--- config.mk ---
export PLATFORM = sky130hd
export DESIGN_NAME = mac_result_collector
export DESIGN_NICKNAME = d
export VERILOG_FILES = /design/src/rtl/mac_result_collector_pkg.sv /design/src/rtl/mac_result_collector_sync_fifo.sv /design/src/rtl/mac_result_collector.sv
export SDC_FILE = /design/constraint.sdc
export NUM_CORES = 1
export LEC_CHECK = 0
export BUFFER_PORTS_ARGS = -buffer_cell sky130_fd_sc_hd__buf_2
export CAP_MARGIN = 5
export CORE_ASPECT_RATIO = 0.7
export CORE_MARGIN = 2
export CORE_UTILIZATION = 56
export CTS_BUF_LIST = sky130_fd_sc_hd__clkbuf_8
export DETAILED_ROUTE_END_ITERATION = 10
export HOLD_SLACK_MARGIN = 0.05
export PLACE_DENSITY_LB_ADDON = 0.05
export SYNTH_ARGS = -nofsm -noshare
export SYNTH_HDL_FRONTEND = slang
export SYNTH_HIERARCHICAL = 1
export SYNTH_SLANG_ARGS = --single-unit
export TNS_END_PERCENT = 5
--- constraint.sdc ---
create_clock -name clk -period 3.11 [get_ports clk]
set_clock_uncertainty 0.15 [all_clocks]
set_input_delay 0.311 -clock clk [delete_from_list [all_inputs] [get_ports clk]]
set_output_delay 0.311 -clock clk [all_outputs]
set_load 0.005 [all_outputs]
--- src/rtl/mac_result_collector_pkg.sv ---
// Shared types and constants for the MAC result collector.
//   PH_HI/PH_LO  : phase tag carried in in_word[9]
//   asm_state_t  : half-word assembly FSM states
//   half_word_t  : {phase, half} payload as delivered by the MAC stage
package mac_result_collector_pkg;

    localparam int unsigned RES_W  = 18;
    localparam int unsigned HALF_W = RES_W / 2;
    localparam int unsigned ACT_W  = 8;
    localparam int unsigned DROP_W = 8;

    localparam logic [ACT_W-1:0]  ACT_MAX  = 8'hFF;
    localparam logic [DROP_W-1:0] DROP_MAX = 8'hFF;

    localparam logic PH_HI = 1'b0;
    localparam logic PH_LO = 1'b1;

    typedef enum logic {
        WAIT_HI = 1'b0,
        WAIT_LO = 1'b1
    } asm_state_t;

    typedef struct packed {
        logic              phase;
        logic [HALF_W-1:0] half;
    } half_word_t;

endpackage

--- src/rtl/mac_result_collector_sync_fifo.sv ---
// Synchronous FIFO with a registered head: out_valid and out_data are flops.
//   push/wdata : write request; accepted when not full or when a pop occurs the same cycle
//   pop        : consume head; ignored while empty
//   full_c     : combinational full flag from the registered pointers
//   out_valid  : FIFO non-empty
//   out_data   : head entry, 0 when empty
module sync_fifo #(
    parameter int unsigned DEPTH = 4,
    parameter int unsigned WIDTH = 8
) (
    input  logic             clk,
    input  logic             rst,
    input  logic             push,
    input  logic [WIDTH-1:0] wdata,
    input  logic             pop,
    output logic             full_c,
    output logic             out_valid,
    output logic [WIDTH-1:0] out_data
);

    localparam int unsigned AW = $clog2(DEPTH);
    localparam int unsigned PW = AW + 1;

    logic [WIDTH-1:0] mem [DEPTH];
    logic [PW-1:0]    wr_ptr_q, rd_ptr_q, wr_ptr_d, rd_ptr_d;
    logic [WIDTH-1:0] head_d;
    logic             valid_d;
    logic             do_push, do_pop;

    assign full_c  = (wr_ptr_q[AW] != rd_ptr_q[AW]) &&
                     (wr_ptr_q[AW-1:0] == rd_ptr_q[AW-1:0]);
    assign do_pop  = pop & out_valid;
    assign do_push = push & (~full_c | do_pop);

    // Next pointers and next head; the head bypasses from wdata when the
    // entry being written this cycle becomes the new head.
    always_comb begin
        wr_ptr_d = wr_ptr_q + PW'(do_push);
        rd_ptr_d = rd_ptr_q + PW'(do_pop);
        valid_d  = (rd_ptr_d != wr_ptr_d);
        head_d   = '0;
        if (valid_d) begin
            if (do_push && (rd_ptr_d == wr_ptr_q)) begin
                head_d = wdata;
            end else begin
                head_d = mem[rd_ptr_d[AW-1:0]];
            end
        end
    end

    // Storage array, no reset needed.
    always_ff @(posedge clk) begin
        if (do_push) begin
            mem[wr_ptr_q[AW-1:0]] <= wdata;
        end
    end

    // Pointer and head registers.
    always_ff @(posedge clk) begin
        if (rst) begin
            wr_ptr_q  <= '0;
            rd_ptr_q  <= '0;
            out_valid <= 1'b0;
            out_data  <= '0;
        end else begin
            wr_ptr_q  <= wr_ptr_d;
            rd_ptr_q  <= rd_ptr_d;
            out_valid <= valid_d;
            out_data  <= head_d;
        end
    end

endmodule

--- src/rtl/mac_result_collector.sv ---
// Reassembles 18-bit MAC results from tagged 9-bit halves, adds bias, applies
// ReLU, shift and 8-bit saturation, and buffers activations in a FIFO.
//   clk, rst           : clock, synchronous active-high reset
//   in_valid, in_word  : half-word strobe and {phase, half}
//   cfg_bias, cfg_shift: signed bias and right-shift, sampled with the low half
//   out_valid/out_ready/out_data : activation stream
//   err_seq            : one-cycle pulse per out-of-order half-word
//   drop_count         : saturating count of results lost to a full FIFO
module mac_result_collector
    import mac_result_collector_pkg::*;
#(
    parameter int unsigned FIFO_DEPTH = 4,
    parameter int unsigned BIAS_W     = 8,
    parameter int unsigned SHIFT_W    = 4
) (
    input  logic               clk,
    input  logic               rst,
    input  logic               in_valid,
    input  logic [HALF_W:0]    in_word,
    input  logic [BIAS_W-1:0]  cfg_bias,
    input  logic [SHIFT_W-1:0] cfg_shift,
    output logic               out_valid,
    input  logic               out_ready,
    output logic [ACT_W-1:0]   out_data,
    output logic               err_seq,
    output logic [DROP_W-1:0]  drop_count
);

    // Two bits of headroom: max result plus max positive bias exceeds 19-bit signed.
    localparam int unsigned SUM_W = RES_W + 2;

    half_word_t          word;
    asm_state_t          state_q, state_d;
    logic [HALF_W-1:0]   hi_q, hi_d;
    logic                done_c, err_c;

    logic [RES_W-1:0]        res_c;
    logic signed [SUM_W-1:0] sum_c;
    logic [SUM_W-2:0]        relu_c, shf_c;
    logic [ACT_W-1:0]        act_c;

    logic                push_q;
    logic [ACT_W-1:0]    act_q;
    logic                fifo_full_c;
    logic                drop_c;

    assign word = half_word_t'(in_word);

    // Assembly FSM next-state logic.
    always_comb begin
        state_d = state_q;
        hi_d    = hi_q;
        done_c  = 1'b0;
        err_c   = 1'b0;
        if (in_valid) begin
            case (state_q)
                WAIT_HI: begin
                    if (word.phase == PH_HI) begin
                        hi_d    = word.half;
                        state_d = WAIT_LO;
                    end else begin
                        err_c = 1'b1;
                    end
                end
                WAIT_LO: begin
                    if (word.phase == PH_LO) begin
                        done_c  = 1'b1;
                        state_d = WAIT_HI;
                    end else begin
                        hi_d  = word.half;
                        err_c = 1'b1;
                    end
                end
                default: state_d = WAIT_HI;
            endcase
        end
    end

    // Assembly FSM state register.
    always_ff @(posedge clk) begin
        if (rst) begin
            state_q <= WAIT_HI;
            hi_q    <= '0;
        end else begin
            state_q <= state_d;
            hi_q    <= hi_d;
        end
    end

    // Activation datapath on the half being accepted now.
    always_comb begin
        res_c  = {hi_q, word.half};
        sum_c  = $signed({2'b00, res_c}) + SUM_W'($signed(cfg_bias));
        relu_c = sum_c[SUM_W-1] ? '0 : sum_c[SUM_W-2:0];
        shf_c  = relu_c >> cfg_shift;
        act_c  = (|shf_c[SUM_W-2:ACT_W]) ? ACT_MAX : shf_c[ACT_W-1:0];
    end

    // One pipeline stage between assembly and FIFO write, plus status outputs.
    always_ff @(posedge clk) begin
        if (rst) begin
            push_q     <= 1'b0;
            act_q      <= '0;
            err_seq    <= 1'b0;
            drop_count <= '0;
        end else begin
            push_q  <= done_c;
            err_seq <= err_c;
            if (done_c) begin
                act_q <= act_c;
            end
            if (drop_c && (drop_count != DROP_MAX)) begin
                drop_count <= drop_count + DROP_W'(1);
            end
        end
    end

    // A full FIFO still takes the push when its head leaves the same cycle.
    assign drop_c = push_q & fifo_full_c & ~out_ready;

    sync_fifo #(
        .DEPTH (FIFO_DEPTH),
        .WIDTH (ACT_W)
    ) u_fifo (
        .clk       (clk),
        .rst       (rst),
        .push      (push_q),
        .wdata     (act_q),
        .pop       (out_ready),
        .full_c    (fifo_full_c),
        .out_valid (out_valid),
        .out_data  (out_data)
    );

endmodule
==> flow_metrics.tcl <==
set metrics [dict create \
    dpl_worst_slack_ns -0.4272 \
    rsz0062_at_grt "true" \
    area_delta_synth_final_pct 34.13 \
    vias 4946 \
    cts_tree "built" \
    initial_core_util_pct 58.56 \
    synth_most_common_cell "nor2_1" \
    synth-edff-count 32 \
    nFillCells 570 \
    crit_fanout 8 \
    fmax_ghz 0.3153 \
    drv_slew 0 \
    placed_cell_area_um2 6042 \
    clock_latency_ns 0.35 \
    die-area_um2 9761 \
    grt_first_pass_wirelength_mm 23.34 \
    ys_warn_count 6 \
    netlist.area_leader.share_pct 19.12 \
    maxCapViolCount 0 \
    wl_per_cell_um 18.45 \
    fin_ws_ns -0.06206 \
    design_area_um2 6741 \
    cp-endpoint "act_q[7]$_SDFFE_PP0P_" \
    worst_pin_slew_ns 0.7359 \
    endpoint_kind "flop" \
    cp-start-kind "flop" \
    multi_input_area_um2 3417 \
    routabilityCongestion 0.9901 \
    ff_latch_area_um2 1831 \
    ys_ff_latch 75 \
    postSynth.asyncResetShare_pct 0 \
    final_antenna_net_count 0 \
    vdd_ir_drop_max_uv 331.5 \
    status "finished with violations" \
    slew_headroom_pct 50.94 \
    grt_max_degree 36 \
    numPortBuffers 43 \
    r2r_slack_ns -0.06 \
    antenna_found_initial 0 \
    avgSynthCellArea_um2 9.222 \
    grtUsageTotal_pct 30.55 \
    cts_sinks 75 \
    dr.pass1.iters 5 \
    fin_nets 735 \
    drc 0 \
    fin_crit_sh_pct 102.0 \
    syn_area_um2 5026 \
    reg2reg_to "act_q[7]$_SDFFE_PP0P_" \
    critPathArrivalTime_ns 3.24 \
    failed_checks "setup timing" \
    grt_pass1_vias 4740 \
    fin_crit_ns 3.172 \
    hold_viol 0 \
    synth.largest_area_cell "edfxtp_1" \
    fp.dieW_um 117.2 \
    routed_wl_mm 14.89 \
    syn_inst 545 \
    cp-startpoint "hi_q[5]$_SDFFE_PP0P_" \
    ios 44 \
    hpwl_mm 10.92 \
    r2r-start "hi_q[5]$_SDFFE_PP0P_" \
    via_per_inst 6.129 \
    ys_types 71 \
    rows 28 \
    worstSetupPathType "reg2reg" \
    core_um2 8583 \
    cts_buffers 9 \
    syn_nets 597 \
    die_y_um 83.26 \
    n_antenna_cell 0 \
    synth_top_flop_cell "dfxtp_1" \
    drt_iter0_markers 552 \
    clkTransAtPathRegs_ns 0.08 \
    p_leak_nw 2.789 \
    htreeDepth 3 \
    cts_root_buffer "clkbuf_8" \
    hold_path.class "in2reg" \
    cts_buffer_depth 2 \
    grt-ovfl-total 0 \
    power.density_nw_per_um2 391.9 \
    required_ns 3.18 \
    ctsHoldBuffers 0 \
    synth_top_cells_by_area "edfxtp_1 (19%), dfxtp_1 (17%), ha_1 (6.2%)" \
    yosys-top-cells-count "nor2_1 (53), nand2_1 (49), a21oi_1 (47), dfxtp_1 (43), edfxtp_1 (32)" \
    setup_violations 8 \
    rr_worst_depth 14 \
    drive_above_1_share_pct 40.76 \
    yosysSeqAreaShare_pct 36.25 \
]
[power by group]
group	internal (mW)	switching [mW]
logic	0.411	0.460
registers	1.04	0.0151
clock network	0.362	0.358
[per-stage QoR]
stage | std cells | total power [mW] | utilization, % | hold slack [ns] | setup TNS (ns)
after CTS | 802 | 2.564 | 76.02 | 0.05291 | 0
after global routing | 807 | 2.754 | 78.54 | 0.07687 | -1.302
after global placement | 779 | 1.771 | 70.39 | 0.3141 | -2.927
final | 807 | 2.642 | 78.54 | 0.06439 | -0.2469
after detailed placement | 779 | 1.785 | 70.39 | 0.3179 | -3.096
after floorplan | 545 | 1.495 | - | 0.2326 | 0
[logic make-up (layout without fill, tap and decap cells)]
logic type | count (synthesis) | after routing | share of synthesized area [%]
compound gates | 160 | 160 | 22.48
xor+xnor | 30 | 30 | 5.502
fa+ha+maj | 26 | 26 | 6.622
buf+inv | 46 | 188 | 4.207
flops | 75 | 75 | 36.25
mux | 22 | 22 | 6.522
simple gates | 186 | 186 | 18.42
[routing by layer]
layer	wire length, um	up-vias	global-route usage, %
li1	-	2319	-
met1	6811	2382	46.36
met2	6379	233	42.74
met3	1567	12	9.343
met4	129	0	6.310
met5	0	-	0
[worst min path at each step]
stage                              start  depth (start not counted)  slack [ns]                       endpoint
floorplan                            rst                          1        0.23  u_fifo/rd_ptr_q[0]$_SDFF_PP0_
global placement    state_q$_SDFFE_PP0P_                          2        0.31           state_q$_SDFFE_PP0P_
detailed placement  hi_q[0]$_SDFFE_PP0P_                          2        0.32           hi_q[0]$_SDFFE_PP0P_
CTS                           in_word[7]                          3        0.05           hi_q[7]$_SDFFE_PP0P_
global route                  in_word[5]                          3        0.08           hi_q[5]$_SDFFE_PP0P_
finish                        in_word[7]                          3        0.06           hi_q[7]$_SDFFE_PP0P_
[sequential cells by signal, indices dropped and copies added (netlist names), 3 cells and up]
signal           count
u_fifo/wr_ptr_q      3
u_fifo/out_data      8
hi_q                 9
u_fifo/rd_ptr_q      3
act_q                8
u_fifo/mem          32
drop_count           8
[what timing repair did]
action / in CTS / in global routing
endpoints found under the setup margin: 8 / 8
gates resized for setup: 43 / 36
setup buffers: 8 / 5
pin swaps: 22 / 22
cloned: 0 / 0
[placed cells by master, fill, tap and decap left out, drive strengths merged, types with 3 or more instances in the layout]
cell type / count
nand2: 49
nand3: 25
mux2: 6
a31oi: 8
nor3: 12
nor2: 54
and3: 10
a211oi: 7
inv: 13
o21a: 4
ha: 25
dfxtp: 43
buf: 159
a221oi: 3
nand2b: 5
mux4: 8
a311oi: 6
o21ai: 27
o31ai: 3
nand4: 11
a21o: 9
xor2: 13
a2111oi: 5
a21oi: 51
clkbuf: 9
edfxtp: 32
o21bai: 3
clkinv: 5
xnor2: 16
mux2i: 8
o211ai: 7
nor2b: 8
and2: 3
[layout make-up]
type | count | area share (%)
Multi-Input combinational cell | 424 | 50.69
Clock buffer | 9 | 1.837
Clock inverter | 6 | 0.8909
Tap cell | 120 | 2.227
Timing Repair Buffer | 159 | 16.43
Inverter | 14 | 0.7795
Sequential cell | 75 | 27.15
[critical path, cell delays in order, from the launching register on]
cell	delay, ns
dfxtp_2	0.34
ha_1	0.29
buf_4	0.17
and4_2	0.26
nand2_1	0.16
a2bb2oi_2	0.20
o31ai_4	0.11
nor2_2	0.22
buf_4	0.14
nand3_1	0.11
nand4_1	0.14
nand4_1	0.11
buf_4	0.20
a31oi_1	0.33
a211oi_1	0.10
(Power assumes the default switching activity.)
